File: config.mk
export PLATFORM = sky130hd
export DESIGN_NAME = stopwatch_timer
export DESIGN_NICKNAME = d
export VERILOG_FILES = /design/src/rtl/stopwatch_timer.sv
export SDC_FILE = /design/constraint.sdc
export NUM_CORES = 1
export LEC_CHECK = 0
export ABC_AREA = 1
export CAP_MARGIN = 0
export CORE_ASPECT_RATIO = 1.1
export CORE_MARGIN = 2
export CORE_UTILIZATION = 62
export CTS_CLUSTER_DIAMETER = 200
export DETAILED_ROUTE_END_ITERATION = 6
export HOLD_SLACK_MARGIN = 0.12
export PLACE_DENSITY_LB_ADDON = 0.25
export SYNTH_ARGS = -nofsm -noshare
export SYNTH_HDL_FRONTEND = slang
export SYNTH_SLANG_ARGS = --single-unit
File: constraint.sdc
create_clock -name clk -period 7.66 [get_ports clk]
set_clock_uncertainty 0.1 [all_clocks]
set_input_delay 1.532 -clock clk [delete_from_list [all_inputs] [get_ports clk]]
set_output_delay 1.532 -clock clk [all_outputs]
set_load 0.005 [all_outputs]
File: src/rtl/stopwatch_timer.sv
// Stopwatch / countdown core on a single system clock.
// A fractional clock-enable prescaler produces ticks at TICK_HZ times the
// selected speed (1x/2x/4x/8x) without drift. One button cycles through
// start/pause/resume, a second captures lap times, and countdown mode raises
// an alarm when the count reaches zero.
module stopwatch_timer #(
    parameter int CLK_HZ    = 50000000,
    parameter int TICK_HZ   = 100,
    parameter int WIDTH     = 16,
    parameter int MAX_COUNT = 59999
) (
    input  logic             clk,
    input  logic             reset,
    input  logic             ssp,
    input  logic             lap,
    input  logic             clr,
    input  logic [1:0]       speed,
    input  logic             down,
    input  logic [WIDTH-1:0] preset,
    output logic [WIDTH-1:0] count,
    output logic [WIDTH-1:0] lap_count,
    output logic             running,
    output logic             alarm
);

    localparam int DIV   = CLK_HZ / TICK_HZ;
    localparam int ACC_W = $clog2(DIV + 8);
    localparam logic [ACC_W-1:0] DIV_V = ACC_W'(DIV);
    localparam logic [WIDTH-1:0] MAX_V = WIDTH'(MAX_COUNT);
    localparam logic [WIDTH-1:0] ONE   = WIDTH'(1);

    // Largest step is 8, so a divider below 8 could need two ticks per clock.
    if (DIV < 8) begin : g_div_check
        $error("stopwatch_timer: CLK_HZ/TICK_HZ must be at least 8");
    end
    if (longint'(MAX_COUNT) >= (64'd1 << WIDTH)) begin : g_max_check
        $error("stopwatch_timer: MAX_COUNT does not fit in WIDTH bits");
    end

    typedef enum logic [1:0] {
        IDLE  = 2'd0,
        RUN   = 2'd1,
        PAUSE = 2'd2,
        DONE  = 2'd3
    } state_t;

    state_t           state, state_d;
    logic [WIDTH-1:0] count_d, lap_d;
    logic [ACC_W-1:0] acc, acc_d, acc_sum;
    logic             mode, mode_d;
    logic [WIDTH-1:0] eff_preset, idle_count;
    logic [3:0]       step;
    logic             tick;

    logic ssp_meta, ssp_sync, ssp_prev;
    logic lap_meta, lap_sync, lap_prev;
    logic ssp_edge, lap_edge;

    // Button synchronisers plus edge registers: one pulse per press.
    // NOTE: sequential state uses non-blocking assignments so every flop
    // samples pre-edge values regardless of statement order.
    always_ff @(posedge clk or posedge reset) begin
        if (reset) begin
            ssp_meta <= 1'b0;
            ssp_sync <= 1'b0;
            ssp_prev <= 1'b0;
            lap_meta <= 1'b0;
            lap_sync <= 1'b0;
            lap_prev <= 1'b0;
        end else begin
            ssp_meta <= ssp;
            ssp_sync <= ssp_meta;
            ssp_prev <= ssp_sync;
            lap_meta <= lap;
            lap_sync <= lap_meta;
            lap_prev <= lap_sync;
        end
    end

    assign ssp_edge = ssp_sync & ~ssp_prev;
    assign lap_edge = lap_sync & ~lap_prev;

    // Next-state, prescaler and counter datapath.
    // NOTE: every variable gets a default first so no path infers a latch.
    always_comb begin
        state_d    = state;
        count_d    = count;
        lap_d      = lap_count;
        acc_d      = acc;
        mode_d     = mode;
        eff_preset = (preset > MAX_V) ? MAX_V : preset;
        idle_count = down ? eff_preset : '0;
        step       = 4'd1 << speed;
        acc_sum    = acc + ACC_W'(step);
        tick       = (acc_sum >= DIV_V);

        if (clr) begin
            // Clear wins over the button and leaves the lap value alone.
            state_d = IDLE;
            count_d = idle_count;
            acc_d   = '0;
            mode_d  = down;
        end else begin
            // Lap captures the value shown before this edge's update.
            if (lap_edge) begin
                lap_d = (state == IDLE) ? '0 : count;
            end

            case (state)
                IDLE: begin
                    count_d = idle_count;
                    acc_d   = '0;
                    mode_d  = down;
                    if (ssp_edge) begin
                        if (down && (eff_preset == '0)) begin
                            state_d = DONE;
                            count_d = '0;
                        end else begin
                            state_d = RUN;
                        end
                    end
                end
                RUN: begin
                    // Carry the remainder so the long-term rate is exact.
                    acc_d = tick ? (acc_sum - DIV_V) : acc_sum;
                    if (tick && mode && (count <= ONE)) begin
                        count_d = '0;
                        state_d = DONE;
                    end else begin
                        if (tick) begin
                            if (mode) begin
                                count_d = count - ONE;
                            end else begin
                                count_d = (count >= MAX_V) ? '0 : (count + ONE);
                            end
                        end
                        if (ssp_edge) begin
                            state_d = PAUSE;
                        end
                    end
                end
                PAUSE: begin
                    if (ssp_edge) begin
                        state_d = RUN;
                    end
                end
                DONE: begin
                    count_d = '0;
                    acc_d   = '0;
                    if (ssp_edge) begin
                        state_d = IDLE;
                        count_d = idle_count;
                    end
                end
                default: state_d = IDLE;
            endcase
        end
    end

    // State and output registers; status flags follow the next state.
    always_ff @(posedge clk or posedge reset) begin
        if (reset) begin
            state     <= IDLE;
            count     <= '0;
            lap_count <= '0;
            acc       <= '0;
            mode      <= 1'b0;
            running   <= 1'b0;
            alarm     <= 1'b0;
        end else begin
            state     <= state_d;
            count     <= count_d;
            lap_count <= lap_d;
            acc       <= acc_d;
            mode      <= mode_d;
            running   <= (state_d == RUN);
            alarm     <= (state_d == DONE);
        end
    end

endmodule

== After elaboration in Yosys (flattened, before gate mapping) ==
Index checks and enable logic that the tools add are counted.
Word-level totals
  register bits: 62
  bits of input ports: 24
  output and inout bits: 34
  logic and storage cells: 69
Cells by class
  add/sub/neg operators: 4
  order comparisons: 4
  equal/unequal tests: 6
  shift-type cells: 1
  muxes and demuxes: 25
  bitwise logic cells: 5
  reduce and logical (&&, ||, !) cells: 11
Operators by type and width (count)
  2-to-1 mux 16 bit: 11
  one-hot mux 16 bit (3 select lines): 1
  2-to-1 mux 19 bit: 2
  one-hot mux 19 bit (2 select lines): 1
  adder 19 x 4 -> 19 bit: 1
  greater-or-equal comparator 19 bit, second input constant: 1
  subtractor 19 bit, second input constant: 1
  adder 16 x 1 -> 16 bit, second input constant: 1
  greater-or-equal comparator 16 bit, second input constant: 1
  > comparator 16 bit, second input constant: 1
  less-or-equal comparator 16 x 1 -> 1 bit, second input constant: 1
  logical NOT 16 bit: 1
  subtractor 16 x 1 -> 16 bit, second input constant: 1
  2-to-1 mux 2 bit: 7
  one-hot mux 2 bit (4 select lines): 1
  == test 2 bit, second input constant: 3
  == test 2 x 1 -> 1 bit, second input constant: 2
  != test 4 bit, second input constant: 1
  AND reduction 2 bit: 2
  nonzero test 4 bit: 1
  << shifter 1 x 2 -> 4 bit, first input constant: 1
  logical AND 1 bit: 3
  NOT 1 bit: 3
  nonzero test 3 bit: 1
  5 further kinds: 7

== Depth between registers and ports, before layout ==
  depth after elaboration: 9
  mapped depth: 21

== Worst setup path before layout ==
No wires, ideal clock.
  path kind: input to register
  start point: input speed[1]
  end point: register count[0]
  data arrival time: 3.753 ns
  required time: 7.443 ns
  path slack: 3.691 ns
  cell stages on the path: 20
  buffers on the path: 1
  cell sequence: inv_1 -> nor2_1 -> ha_1 -> or2_1 -> nand3_1 -> nand2_1 -> xor2_1 -> inv_1 -> ha_1 -> inv_1 -> nand3_1 -> nand3_1 -> nand3_2 -> nand2_4 -> nand2_4 -> buf_6 -> nand3_1 -> nand3b_1 -> nand2_1 -> nand2_1
On the way
  longest elaborated chain between the ends: 8
  elaborated cells on any way between the ends: 10
  classes of those cells: add/sub: 1; order compare: 1; eq/ne: 1; shift: 1; mux: 3; reduce/logical: 3
Ends and longest elaborated chain
  start, declared: RTL line 17  | input logic [1:0] speed,
  << shifter 1 x 2 -> 4 bit *: RTL line 93  | step = 4'd1 << speed;
  adder 19 x 4 -> 19 bit *: RTL line 94  | acc_sum = acc + ACC_W'(step);
  greater-or-equal comparator 19 bit *: RTL line 95  | tick = (acc_sum >= DIV_V);
  logical AND 1 bit (2 in series): RTL line 126  | if (tick && mode && (count <= ONE)) begin
  2-to-1 mux 16 bit: RTL line 126
  one-hot mux 16 bit (3 select lines): RTL line 109  | case (state)
  2-to-1 mux 16 bit: RTL line 97  | if (clr) begin
  end signal, assigned: RTL line 172  | count <= count_d;
  end, declared: RTL line 20  | output logic [WIDTH-1:0] count,
Every way passes the cells marked *; elsewhere a longest branch is shown, timed or not.
A chain may end at the register's enable or synchronous reset.

== Final worst setup path ==
  start point: input speed[0]
  end point: register count[5]
Same word-level chain as after synthesis.

==> key figures <==
Logic synthesis
  – Top cell type's share of synthesized area: 30.9%
  – Area contributors post-synth: dfrtp_1 31%, nand2_1 15%, nand3_1 9.6%
  – Post-Synthesis Cells: 780
  – Xor/xnor share of the synthesized area: 2.24%
  – Mux contribution to synthesized area: 0%
  – Simple-Gate Fraction of Synth Area: 38.7%
  – Sequential area share after synthesis: 30.9%
  – Avg Cell Area, Syn: 6.44 sq um
  – Post-synth cell types: 42
  – Post-synth ARST share: 100%
  – Adder-cell area share of the yosys netlist: 3.39%
  – Largest family of logic cells by synthesized area: simple AND/OR/NAND/NOR gates
  – Number of synthesized flops with an enable pin: 0
  – Syn_nets: 817
  – Yosys top cell by area: dfrtp_1
  – Complex-gate fraction of the synthesized area: 14.4%
  – Mapped cell area: 5020 sq um
  – Main synth FF type: dfrtp_1
  – Synth Warn #: 0
  – Register bit total from synthesis: 62

Route
  – DR vias/cell: 5.90
  – Total number of vias: 5515
  – Residual DRC count: 0
  – DRT Wirelength: 14700 um
  – Wirelength per Cell: 15.7 um
  – First-pass DRT Iterations: 5
  – Antenna Violating Nets Remaining: 0
  – Drt initial violations: 547

Place
  – Port-buffer cells: 57
  – Pre-CTS setup slack: 2510 ps
  – Dpl hpwl: 10700 um
  – Placed Area: 5620 sq um
  – Placer congestion estimate: 0.982

Clock network
  – Worst-path clk slew: 70 ps
  – Post-CTS Hold Fix Bufs: 0
  – # H-tree levels: 3
  – CTS max path bufs: 2
  – Post-CTS Setup Inserts: 0
  – CTS resizes: 0
  – CTS root buffer: clkbuf_8
  – Clock sink total: 62
  – CTS tree: yes
  – Clock latency at the later pin of the worst-skew pair: 350 ps
  – Total CTS buffers: 9

Worst setup path
  – R2R Path Start: acc[0]
  – Setup crit end: count[5]
  – R2R depth: 15
  – WP data required: 7800 ps
  – Setup crit start kind: primary input
  – Worst path max stage delay: 680 ps
  – CP Max Fanout: 32
  – Critical path arrival: 5140 ps
  – Cell mode on critical path: nand2_1
  – R2R setup slack: 4010 ps
  – CP Launch Point: speed[0]
  – RR Endpoint: count[5]
  – Critical path cell sequence: clkdlybuf4s50_1 > nor2_1 > ha_1 > fa_1 > nand2_1 > nand2_2 > xor2_2 > ha_1 > inv_1 > nand3_1 > nand3_1 > nand3_2 > nand2_4 > o21ai_4 > a21oi_1 > nand2_1 > nand2_1
  – Critical path endpoint category: flip-flop
  – Worst path slowest cell: o21ai_4
  – Critical path type: primary input to flip-flop

Die
  – IO Count: 58
  – Die height: 98.4 um
  – Initial Util: 63.8%
  – Die area: 8840 sq um
  – Die W: 89.8 um
  – Row cnt: 34
  – Core Area: 7870 sq um

Cells and area
  – Most frequent cells in the layout: 198 x nand2_1, 103 x inv_1, 96 x nand3_1
  – Share of layout cells above drive strength 1: 5.20%
  – P&R area growth vs syn: 15.4%
  – Finished Cell Area: 5800 sq um
  – Antenna cells: 0
  – Nets: 860
  – Commonest non-fill, non-tap cell in the layout: nand2_1

Outcome
  – Status: complete, no violations

Worst hold path
  – Tightest Hold Check Type: flip-flop to flip-flop

STA
  – Setup violators final: 0
  – Final Max Slew Viols: 0
  – Slew headroom: 11.6%
  – Final Cycle Share: 65.3%
  – RSZ-0062 raised after global routing: no
  – Fin Setup TNS: 0 ps
  – Tmin final: 5000 ps
  – Worst-Margin Slew: 1320 ps
  – Final Hold Viols: 0
  – Peak Freq: 200 MHz
  – Final WS setup: 2660 ps

Power
  – PwrDens: 276 nW/um^2
  – Peak supply drop: 0.248 mV
  – P_leak: 2.70 nW
  – Design Power: 1.60 mW

Global routing
  – Initial antenna violation count: 0
  – Largest net degree at the start of global routing: 63
  – First-pass GRT wire length: 24300 um
  – Global Route Usage Sum: 33.6%
  – Vias in the first global route: 5061
  – Grt ovf: 0

Flow run
  – Reported max-cap violation count: 0
-- synth_stat cells (7+ instances only) --
| cell type | number |
|---|---|
| nand2_1 | 198 |
| inv_1 | 104 |
| nand3_1 | 96 |
| nor2_1 | 68 |
| dfrtp_1 | 62 |
| o21ai_0 | 51 |
| a21oi_1 | 43 |
| o22ai_1 | 26 |
| clkbuf_1 | 17 |
| nand4_1 | 16 |
| nand3b_1 | 14 |
| ha_1 | 12 |
| xor2_1 | 10 |
| nand2_2 | 7 |
-- layer usage --
| metal | track usage [%] | vias to the layer above | routed length [um] |
|---|---|---|---|
| met5 | 0 | - | 0 |
| met4 | 7.81 | 0 | 157 |
| met3 | 7.42 | 15 | 1430 |
| met2 | 53.4 | 296 | 6750 |
| met1 | 47.7 | 2546 | 6320 |
| li1 | - | 2658 | - |
-- critical path, delay by kind of cell --
kind	cells	cell delay [ps]
XOR/XNOR	1	260
AO/OA/AOI/OAI	2	840
AND/OR/NAND/NOR	9	990
buffers and inverters	2	560
adder cells (fa/ha/maj)	3	950
-- cell families (layout without fill, tap and decap cells) --
logic type,after synthesis,count (layout)
AND/OR/NAND/NOR,430,430
flip-flops,62,62
buffers and inverters,132,179
adder cells (fa/ha/maj),13,13
XOR/XNOR,12,12
AO/OA/AOI/OAI,131,131
-- worst min-delay path by stage --
stage,from,to,slack (ps),cells past startpoint
6_report,ssp_meta,ssp_sync,250,0
5_1_grt,ssp_meta,ssp_sync,260,0
4_1_cts,ssp_meta,ssp_sync,260,0
3_5_place_dp,ssp_meta,ssp_sync,240,0
3_3_place_gp,lap_meta,lap_sync,240,0
2_1_floorplan,lap_meta,lap_sync,230,0
-- state kept, by name, indices dropped and copies added (netlist names) --
signal / flops
acc: 19
count: 16
lap_count: 16
state: 2
alarm: 1
lap_meta: 1
lap_prev: 1
lap_sync: 1
mode: 1
running: 1
ssp_meta: 1
ssp_prev: 1
ssp_sync: 1
-- power breakdown --
part           total, mW  internal, mW  switching, mW
logic              0.773         0.329          0.443
clock network      0.271         0.133          0.138
registers          0.556         0.411          0.145
total               1.60         0.873          0.727
-- through the flow --
stage / utilization (%) / std cells / hold slack (ps)
3_3_place_gp: 71.4 / 920 / 242
5_1_grt: 73.7 / 935 / 260
3_5_place_dp: 71.4 / 920 / 241
2_1_floorplan: - / 780 / 231
6_report: 73.7 / 935 / 252
4_1_cts: 73.7 / 935 / 257
-- cell type report --
class,instances,area (sq um)
Multi-Input combinational cell,586,2960
Sequential cell,62,1550
Tap cell,108,135
Clock buffer,12,155
Inverter,106,398
Clock inverter,3,20.0
Timing Repair Buffer,58,578
Fill cell,625,2070
Note: power is estimated with default switching activity, not from simulation.
